**config.mk**
```make
export PLATFORM = sky130hd
export DESIGN_NAME = uart_boot_loader
export DESIGN_NICKNAME = d
export VERILOG_FILES = /design/src/rtl/uart_boot_loader.sv
export SDC_FILE = /design/constraint.sdc
export NUM_CORES = 1
export LEC_CHECK = 0
export BUFFER_PORTS_ARGS = -buffer_cell sky130_fd_sc_hd__buf_2
export CAP_MARGIN = 20
export CORE_UTILIZATION = 25
export DETAILED_ROUTE_END_ITERATION = 6
export HOLD_SLACK_MARGIN = 0.02
export PLACE_DENSITY_LB_ADDON = 0.08
export SLEW_MARGIN = 0
export SYNTH_ARGS = -nofsm -noshare
export SYNTH_HDL_FRONTEND = slang
export SYNTH_SLANG_ARGS = --single-unit
```
**constraint.sdc**
```tcl
create_clock -name clk -period 2.3 [get_ports clk]
set_input_delay 0.69 -clock clk [delete_from_list [all_inputs] [get_ports clk]]
set_output_delay 0.69 -clock clk [all_outputs]
set_load 0.01 [all_outputs]
```
**src/rtl/uart_boot_loader.sv**
```systemverilog
// UART boot loader: receives a framed image over 8N1 serial, writes it into RAM as an
// AHB-Lite write-only master, and releases the core from reset once the checksum matches.
module uart_boot_loader #(
  parameter int unsigned CLK_HZ    = 50000000,
  parameter int unsigned BAUD      = 115200,
  parameter int unsigned AHBW      = 32,
  parameter logic [31:0] LOAD_BASE = 32'h00002000,
  parameter int unsigned MAX_WORDS = 128
) (
  input  logic            clk,
  input  logic            reset,
  input  logic            UartRx,
  input  logic            HREADY,
  output logic [31:0]     HADDR,
  output logic [1:0]      HTRANS,
  output logic            HWRITE,
  output logic [2:0]      HSIZE,
  output logic [AHBW-1:0] HWDATA,
  output logic            CoreReset,
  output logic            LoadDone,
  output logic            LoadErr
);

  localparam int unsigned BAUD_DIV = CLK_HZ / BAUD;
  localparam logic [15:0] DivLast  = 16'(BAUD_DIV - 1);
  localparam logic [15:0] HalfLast = 16'(BAUD_DIV / 2 - 1);
  localparam logic [1:0]  TrIdle   = 2'b00;
  localparam logic [1:0]  TrNonseq = 2'b10;

  typedef enum logic [1:0] {RxIdle, RxStart, RxData, RxStop} rx_state_e;

  typedef enum logic [3:0] {
    StSync, StLen0, StLen1, StData, StAddr, StWdata, StChk, StDone, StErr
  } state_e;

  // Receiver state
  rx_state_e   r_rx_state;
  logic        r_rx_meta, r_rx_sync;
  logic [15:0] r_baud_cnt;
  logic [2:0]  r_bit_cnt;
  logic [7:0]  r_shift;
  logic [7:0]  r_rx_byte;
  logic        r_byte_valid;
  logic        r_framing_err;

  // Loader state
  state_e          r_state;
  logic [15:0]     r_len;
  logic [15:0]     r_idx;
  logic [1:0]      r_byte_k;
  logic [7:0]      r_sum;
  logic [AHBW-1:0] r_buf;
  logic [31:0]     r_haddr;
  logic [1:0]      r_htrans;
  logic            r_hwrite;
  logic [AHBW-1:0] r_hwdata;
  logic            r_core_reset;
  logic            r_load_done;
  logic            r_load_err;

  logic [15:0] w_len;
  logic [15:0] w_idx_next;
  logic [31:0] w_addr;
  logic        w_fe_abort;

  assign HADDR     = r_haddr;
  assign HTRANS    = r_htrans;
  assign HWRITE    = r_hwrite;
  assign HSIZE     = 3'b010;
  assign HWDATA    = r_hwdata;
  assign CoreReset = r_core_reset;
  assign LoadDone  = r_load_done;
  assign LoadErr   = r_load_err;

  assign w_len      = {r_rx_byte, r_len[7:0]};
  assign w_idx_next = r_idx + 16'd1;
  assign w_addr     = LOAD_BASE + {14'd0, r_idx, 2'b00};
  assign w_fe_abort = r_framing_err &&
                      !(r_state inside {StSync, StDone, StErr});

  always_ff @(posedge clk) begin
    if (reset) begin
      r_rx_meta     <= 1'b1;
      r_rx_sync     <= 1'b1;
      r_rx_state    <= RxIdle;
      r_baud_cnt    <= '0;
      r_bit_cnt     <= '0;
      r_shift       <= '0;
      r_rx_byte     <= '0;
      r_byte_valid  <= 1'b0;
      r_framing_err <= 1'b0;
    end else begin
      r_rx_meta     <= UartRx;
      r_rx_sync     <= r_rx_meta;
      r_byte_valid  <= 1'b0;
      r_framing_err <= 1'b0;
      unique case (r_rx_state)
        RxIdle: begin
          r_baud_cnt <= '0;
          if (!r_rx_sync) r_rx_state <= RxStart;
        end
        RxStart: begin
          // Mid-start-bit recheck rejects short low glitches
          if (r_baud_cnt == HalfLast) begin
            r_baud_cnt <= '0;
            r_bit_cnt  <= '0;
            r_rx_state <= r_rx_sync ? RxIdle : RxData;
          end else begin
            r_baud_cnt <= r_baud_cnt + 16'd1;
          end
        end
        RxData: begin
          if (r_baud_cnt == DivLast) begin
            r_baud_cnt <= '0;
            r_shift    <= {r_rx_sync, r_shift[7:1]};
            r_bit_cnt  <= r_bit_cnt + 3'd1;
            if (r_bit_cnt == 3'd7) r_rx_state <= RxStop;
          end else begin
            r_baud_cnt <= r_baud_cnt + 16'd1;
          end
        end
        RxStop: begin
          if (r_baud_cnt == DivLast) begin
            r_baud_cnt <= '0;
            r_rx_state <= RxIdle;
            if (r_rx_sync) begin
              r_byte_valid <= 1'b1;
              r_rx_byte    <= r_shift;
            end else begin
              r_framing_err <= 1'b1;
            end
          end else begin
            r_baud_cnt <= r_baud_cnt + 16'd1;
          end
        end
        default: r_rx_state <= RxIdle;
      endcase
    end
  end

  always_ff @(posedge clk) begin
    if (reset) begin
      r_state      <= StSync;
      r_len        <= '0;
      r_idx        <= '0;
      r_byte_k     <= '0;
      r_sum        <= '0;
      r_buf        <= '0;
      r_haddr      <= '0;
      r_htrans     <= TrIdle;
      r_hwrite     <= 1'b0;
      r_hwdata     <= '0;
      r_core_reset <= 1'b1;
      r_load_done  <= 1'b0;
      r_load_err   <= 1'b0;
    end else begin
      unique case (r_state)
        StSync, StErr: begin
          if (r_byte_valid && r_rx_byte == 8'hA5) begin
            r_state    <= StLen0;
            r_idx      <= '0;
            r_sum      <= '0;
            r_load_err <= 1'b0;
          end
        end
        StLen0: begin
          if (r_byte_valid) begin
            r_len[7:0] <= r_rx_byte;
            r_state    <= StLen1;
          end
        end
        StLen1: begin
          if (r_byte_valid) begin
            r_len    <= w_len;
            r_byte_k <= '0;
            if (w_len == 16'd0 || w_len > 16'(MAX_WORDS)) begin
              r_state    <= StErr;
              r_load_err <= 1'b1;
            end else begin
              r_state <= StData;
            end
          end
        end
        StData: begin
          if (r_byte_valid) begin
            r_buf[{r_byte_k, 3'b000} +: 8] <= r_rx_byte;
            r_sum    <= r_sum + r_rx_byte;
            r_byte_k <= r_byte_k + 2'd1;
            if (r_byte_k == 2'd3) begin
              r_state  <= StAddr;
              r_htrans <= TrNonseq;
              r_hwrite <= 1'b1;
              r_haddr  <= w_addr;
            end
          end
        end
        StAddr: begin
          if (HREADY) begin
            r_state  <= StWdata;
            r_htrans <= TrIdle;
            r_hwrite <= 1'b0;
            r_hwdata <= r_buf;
          end
        end
        StWdata: begin
          if (HREADY) begin
            r_idx   <= w_idx_next;
            r_state <= (w_idx_next == r_len) ? StChk : StData;
          end
        end
        StChk: begin
          if (r_byte_valid) begin
            if (r_rx_byte == r_sum) begin
              r_state     <= StDone;
              r_load_done <= 1'b1;
            end else begin
              r_state    <= StErr;
              r_load_err <= 1'b1;
            end
          end
        end
        StDone: begin
          r_load_done  <= 1'b1;
          r_core_reset <= 1'b0;
        end
        default: r_state <= StSync;
      endcase
      // A corrupted byte anywhere inside a frame kills the frame
      if (w_fe_abort) begin
        r_state    <= StErr;
        r_load_err <= 1'b1;
        r_htrans   <= TrIdle;
        r_hwrite   <= 1'b0;
      end
    end
  end

endmodule

```
After elaboration in Yosys (flattened, before gate mapping). Index checks and enable logic that the tools add are counted.

Add/sub/neg operators: 7. Magnitude comparators: 1. Eq/ne operators: 43. Shift-type cells: 2. Muxes and demuxes: 58. Bitwise gates (word level): 4. Reductions and logical operators: 36.

Operators with widths (count): $mux 16 (4); $pmux 16 s3 (1); $mux 4 (11); $add 16x1->16 const B (2); $bwmux 32 (1); $pmux 16 s2 (1); $pmux 4 s8 (1); $pmux 8 s2 (2); $shift 8x7->32 const A (1); $shiftx 8x7->32 (1); $ne 2x2->1 const B (15); $ne 3x3->1 const B (10); $mux 8 (3); $reduce_and 3->1 (8); $mux 2 (11); $add 14x18->19 const A (1); $reduce_and 9->1 (2); $eq 16x16->1 (1); $eq 16x8->1 const B (1); $eq 16x9->1 const B (1); $eq 4x3->1 const B (4); $gt 16x8->1 const B (1); $logic_not 16->1 (1); $mux 1 (13); other kinds (33) (54).

Bits in registers: 189. Word-level logic and storage cells: 175.

Logic depth before layout (Yosys ltp).
Word-level depth: 6. Depth in mapped cells: 10. Gate-level depth less buffers: 9.

Least setup slack after synthesis. OpenSTA, ideal clock, no wires.

Path kind: flip-flop to flip-flop. Start: register r_idx[13]. End: register r_state[2]. Arrival: 2.276 ns. Required time: 2.213 ns. Path slack: -0.063 ns. Cell stages (with the launch flop): 9. Cells stage by stage: dfxtp_1 -> clkbuf_1 -> nand3_1 -> nor4_1 -> xnor2_1 -> nor2_1 -> or3b_1 -> or4b_1 -> o31ai_1.

Word-level cells in the longest chain between the ends: 5.

RTL lines: start, declared (line 49) `logic [15:0] r_idx;`; start signal, assigned (line 207) `r_idx <= w_idx_next;`; $add 16x1->16 (line 76) `assign w_idx_next = r_idx + 16'd1;`; $eq 16x16->1 (line 208) `r_state <= (w_idx_next == r_len) ? StChk : StData;`; $mux 3 (line 208); $mux 4 (line 206) `if (HREADY) begin`; $pmux 4 s8 (line 157) `unique case (r_state)`; end signal, assigned (line 160) `r_state <= StLen0;`; end signal, assigned (line 208); end signal, assigned (line 214) `r_state <= StDone;`; end, declared (line 47) `state_e r_state;`.

Every way passes these cells. The select of a mux whose other input is x is not followed. A chain may end at the register's enable or synchronous reset.

Final worst setup path.
Start: register r_idx[1]. End: register r_state[2].

The elaborated chain is that of the path after synthesis.

==> impl_metrics.tcl <==
set metrics [dict create \
    criticalPathCategory "flop to flop" \
    start_kind "flop" \
    worst_pin_slew_ps 507 \
    hold_class "flop to flop" \
    fin_crit_sh_pct 99.8 \
    die_area_um2 32700 \
    drt-wirelength-per-cell_um 15.4 \
    io_buffers 57 \
    synth.most_common_cell "dfxtp_1" \
    n_fill_cell 3401 \
    cts_buffer_depth 2 \
    first_pass_iters 4 \
    regArea_um2 3460 \
    dr_total_vias 7000 \
    ys_top_cells_by_area "dfxtp_1 (43%), nand2_1 (8.0%), a21oi_1 (7.3%), nor2_1 (4.7%), nand3_1 (4.2%)" \
    grt.total_usage_pct 15.0 \
    fin_cells 1520 \
    via_per_inst 4.61 \
    dieWidth_um 181 \
    utilization_pct 31.6 \
    hold_depth 1 \
    drc 0 \
    area_growth_pct 24.8 \
    yosysTopAreaCellShare_pct 43.0 \
    synth_cells 998 \
    antenna_found_initial 0 \
    tritoncts "yes" \
    gp_congestion 0.804 \
    dp_cells 1484 \
    cp-end-kind "flop" \
    cts_max_level 4 \
    rsz0062_at_grt "true" \
    yosysWarnings 0 \
    synthArstFlopShare_pct 0 \
    syn_area_per_cell_um2 8.01 \
    cp.arrival_ps 2660 \
    drive_gt1_share_pct 21.4 \
    coreArea_um2 31600 \
    ys_top_cells_by_count "dfxtp_1 (172), nand2_1 (171), a21oi_1 (117), nor2_1 (101), nand3_1 (67)" \
    hold_violations 0 \
    die_height_um 181 \
    fmaxAchievable_mhz 436 \
    cts.hold.buffers_added 0 \
    drtIter0Drc 337 \
    overflow 0 \
    synth_edf_count 0 \
    num_antenna_cells 0 \
    max-vdd-ir-drop_v 0.000478 \
    num_rows 65 \
    fin_setup_tns_ps 0 \
    relSlewSlack_pct 66.1 \
    multiInputGateArea_um2 4350 \
    rr_worst_depth 8 \
    routed.top_layer "met4" \
    synth-seq-cells 172 \
    place_area_um2 9200 \
    leakagePower_uw 0.00389 \
    synth_area_um2 8000 \
    ys_types 59 \
    fin_skew_ps 11.4 \
    routed_wl_mm 23.5 \
    worstPathMaxFanout 4 \
    grt_pass1_vias 6954 \
    clk-insertion-delay-late_ps 440 \
    cts_buffers 17 \
    path_clk_slew_ps 70 \
    cts_root_buffer "clkbuf_16" \
    drv_cap 0 \
    drv_slew 0 \
    start_util_pct 25.3 \
    yosysTopAreaCell "dfxtp_1" \
    fin_area_um2 9980 \
    drt-met1-wl_mm 11.8 \
    wl_met3_um 545 \
    synthFlopType "dfxtp_1" \
    r2r_setup_slack_ps 6 \
    nNetsFinal 1130 \
    crit_required_ps 2660 \
    setup_viol 0 \
    dr_wl_met2_mm 10.8 \
    postRouteAntennaNets 0 \
    status "finished clean" \
    cts.sinks 172 \
    grt_pass1_wl_mm 38.2 \
    period_minus_slack_ps 2290 \
    powerDensity_nw_per_um2 586 \
    grt_max_degree 67 \
    pin_count 77 \
    synth.yosys.seq_area_share_pct 43.0 \
    hpwl_mm 16.3 \
]
## state kept, by name, indices dropped and copies added (netlist names), 2 cells and up, named ones only
| name | cells |
|---|---|
| r_buf | 32 |
| r_idx | 16 |
| r_rx_byte | 8 |
| r_state | 4 |
| r_shift | 8 |
| r_byte_k | 2 |
| HWDATA | 32 |
| HADDR | 17 |
| r_sum | 8 |
| r_baud_cnt | 16 |
| r_bit_cnt | 3 |
| r_len | 16 |
## repair_timing
| action | CTS | global route |
|---|---|---|
| gates resized for setup | 12 | 34 |
| setup buffers | 3 | 1 |
| setup endpoints to repair | 6 | 17 |
| pin swaps | 5 | 12 |
## stage by stage
stage                     total power (uW)  hold WS (ps)  setup slack [ps]
after floorplan                       3140           389              2.59
after global placement                3140           392             -67.4
after detailed placement              3140           396              -109
after CTS                             5980           397             -11.9
after global routing                  6080           403             -80.4
final                                 5850           412              5.67
## metal layers
layer  up-vias  GRT usage, %
met2        80          23.7
li1       3610             -
met5         -             0
met4         0          5.16
met3        18          3.00
met1      3292          20.1
## worst max-delay path, cell delays in order (launching register included)
cell     delay (ps)
dfxtp_4         360
ha_4            160
and3_4          180
and3_4          180
o31ai_2         220
a21o_1          160
or3b_4          380
or4b_4          490
o31ai_1          70
## path summary, 6_finish.rpt
path | start | end
min reg2reg | r_rx_meta | r_rx_sync
max reg2reg | r_idx[1] | r_state[2]
max | r_idx[1] | r_state[2]
min | r_rx_meta | r_rx_sync
## cell type report
type | instances | share of cell area [%]
multi-input combinational | 745 | 43.6
sequential | 172 | 34.7
timing repair buffer | 158 | 10.8
tap | 402 | 5.04
clock buffer | 19 | 4.44
clock inverter | 13 | 1.07
inverter | 11 | 0.414
## cells in the final DEF (no fill, tap or decap), types with 4 or more instances in the layout
cell type | synthesis | routed
a22oi_1 | 4 | 4
a21oi_1 | 117 | 117
a21o_1 | 9 | 9
nand3_1 | 67 | 66
xor2_1 | 19 | 19
inv_1 | 10 | 10
xnor2_1 | 24 | 23
and2_1 | 5 | 4
mux2i_1 | 27 | 27
ha_1 | 20 | 18
nor4_1 | 10 | 6
nor2_1 | 101 | 101
clkbuf_16 | 0 | 17
buf_4 | 22 | 98
dfxtp_1 | 172 | 162
or3_1 | 5 | 5
nor3_1 | 21 | 19
a211oi_1 | 6 | 5
or2_2 | 4 | 4
inv_6 | 0 | 6
buf_2 | 10 | 56
a31oi_1 | 7 | 7
dfxtp_2 | 0 | 7
and3_1 | 13 | 11
nor3b_1 | 9 | 9
nand2_1 | 171 | 171
o21ai_0 | 19 | 18
nand2b_1 | 8 | 8
nand4_1 | 14 | 14
conb_1 | 2 | 19
## power by group
group	switching (uW)	leakage (uW)	internal (uW)	total (uW)
clock network	1340	0.000267	1440	2780
registers	5.27	0.00139	2980	2980
logic	70.8	0.00223	17.0	87.8
total	1420	0.00389	4430	5850
## kinds of logic after synthesis
logic type	count (synthesis)	share of synthesized area, %
and+or+nand+nor	453	26.6
AOI/OAI and AO/OA	180	12.7
DFF	172	43.0
buffers and inverters	98	5.80
xor gates and xnor gates	43	4.71
muxes	29	3.66
adders and majority gates	21	3.38
other	2	0.0939
Note: power is estimated with default switching activity, not from simulation.
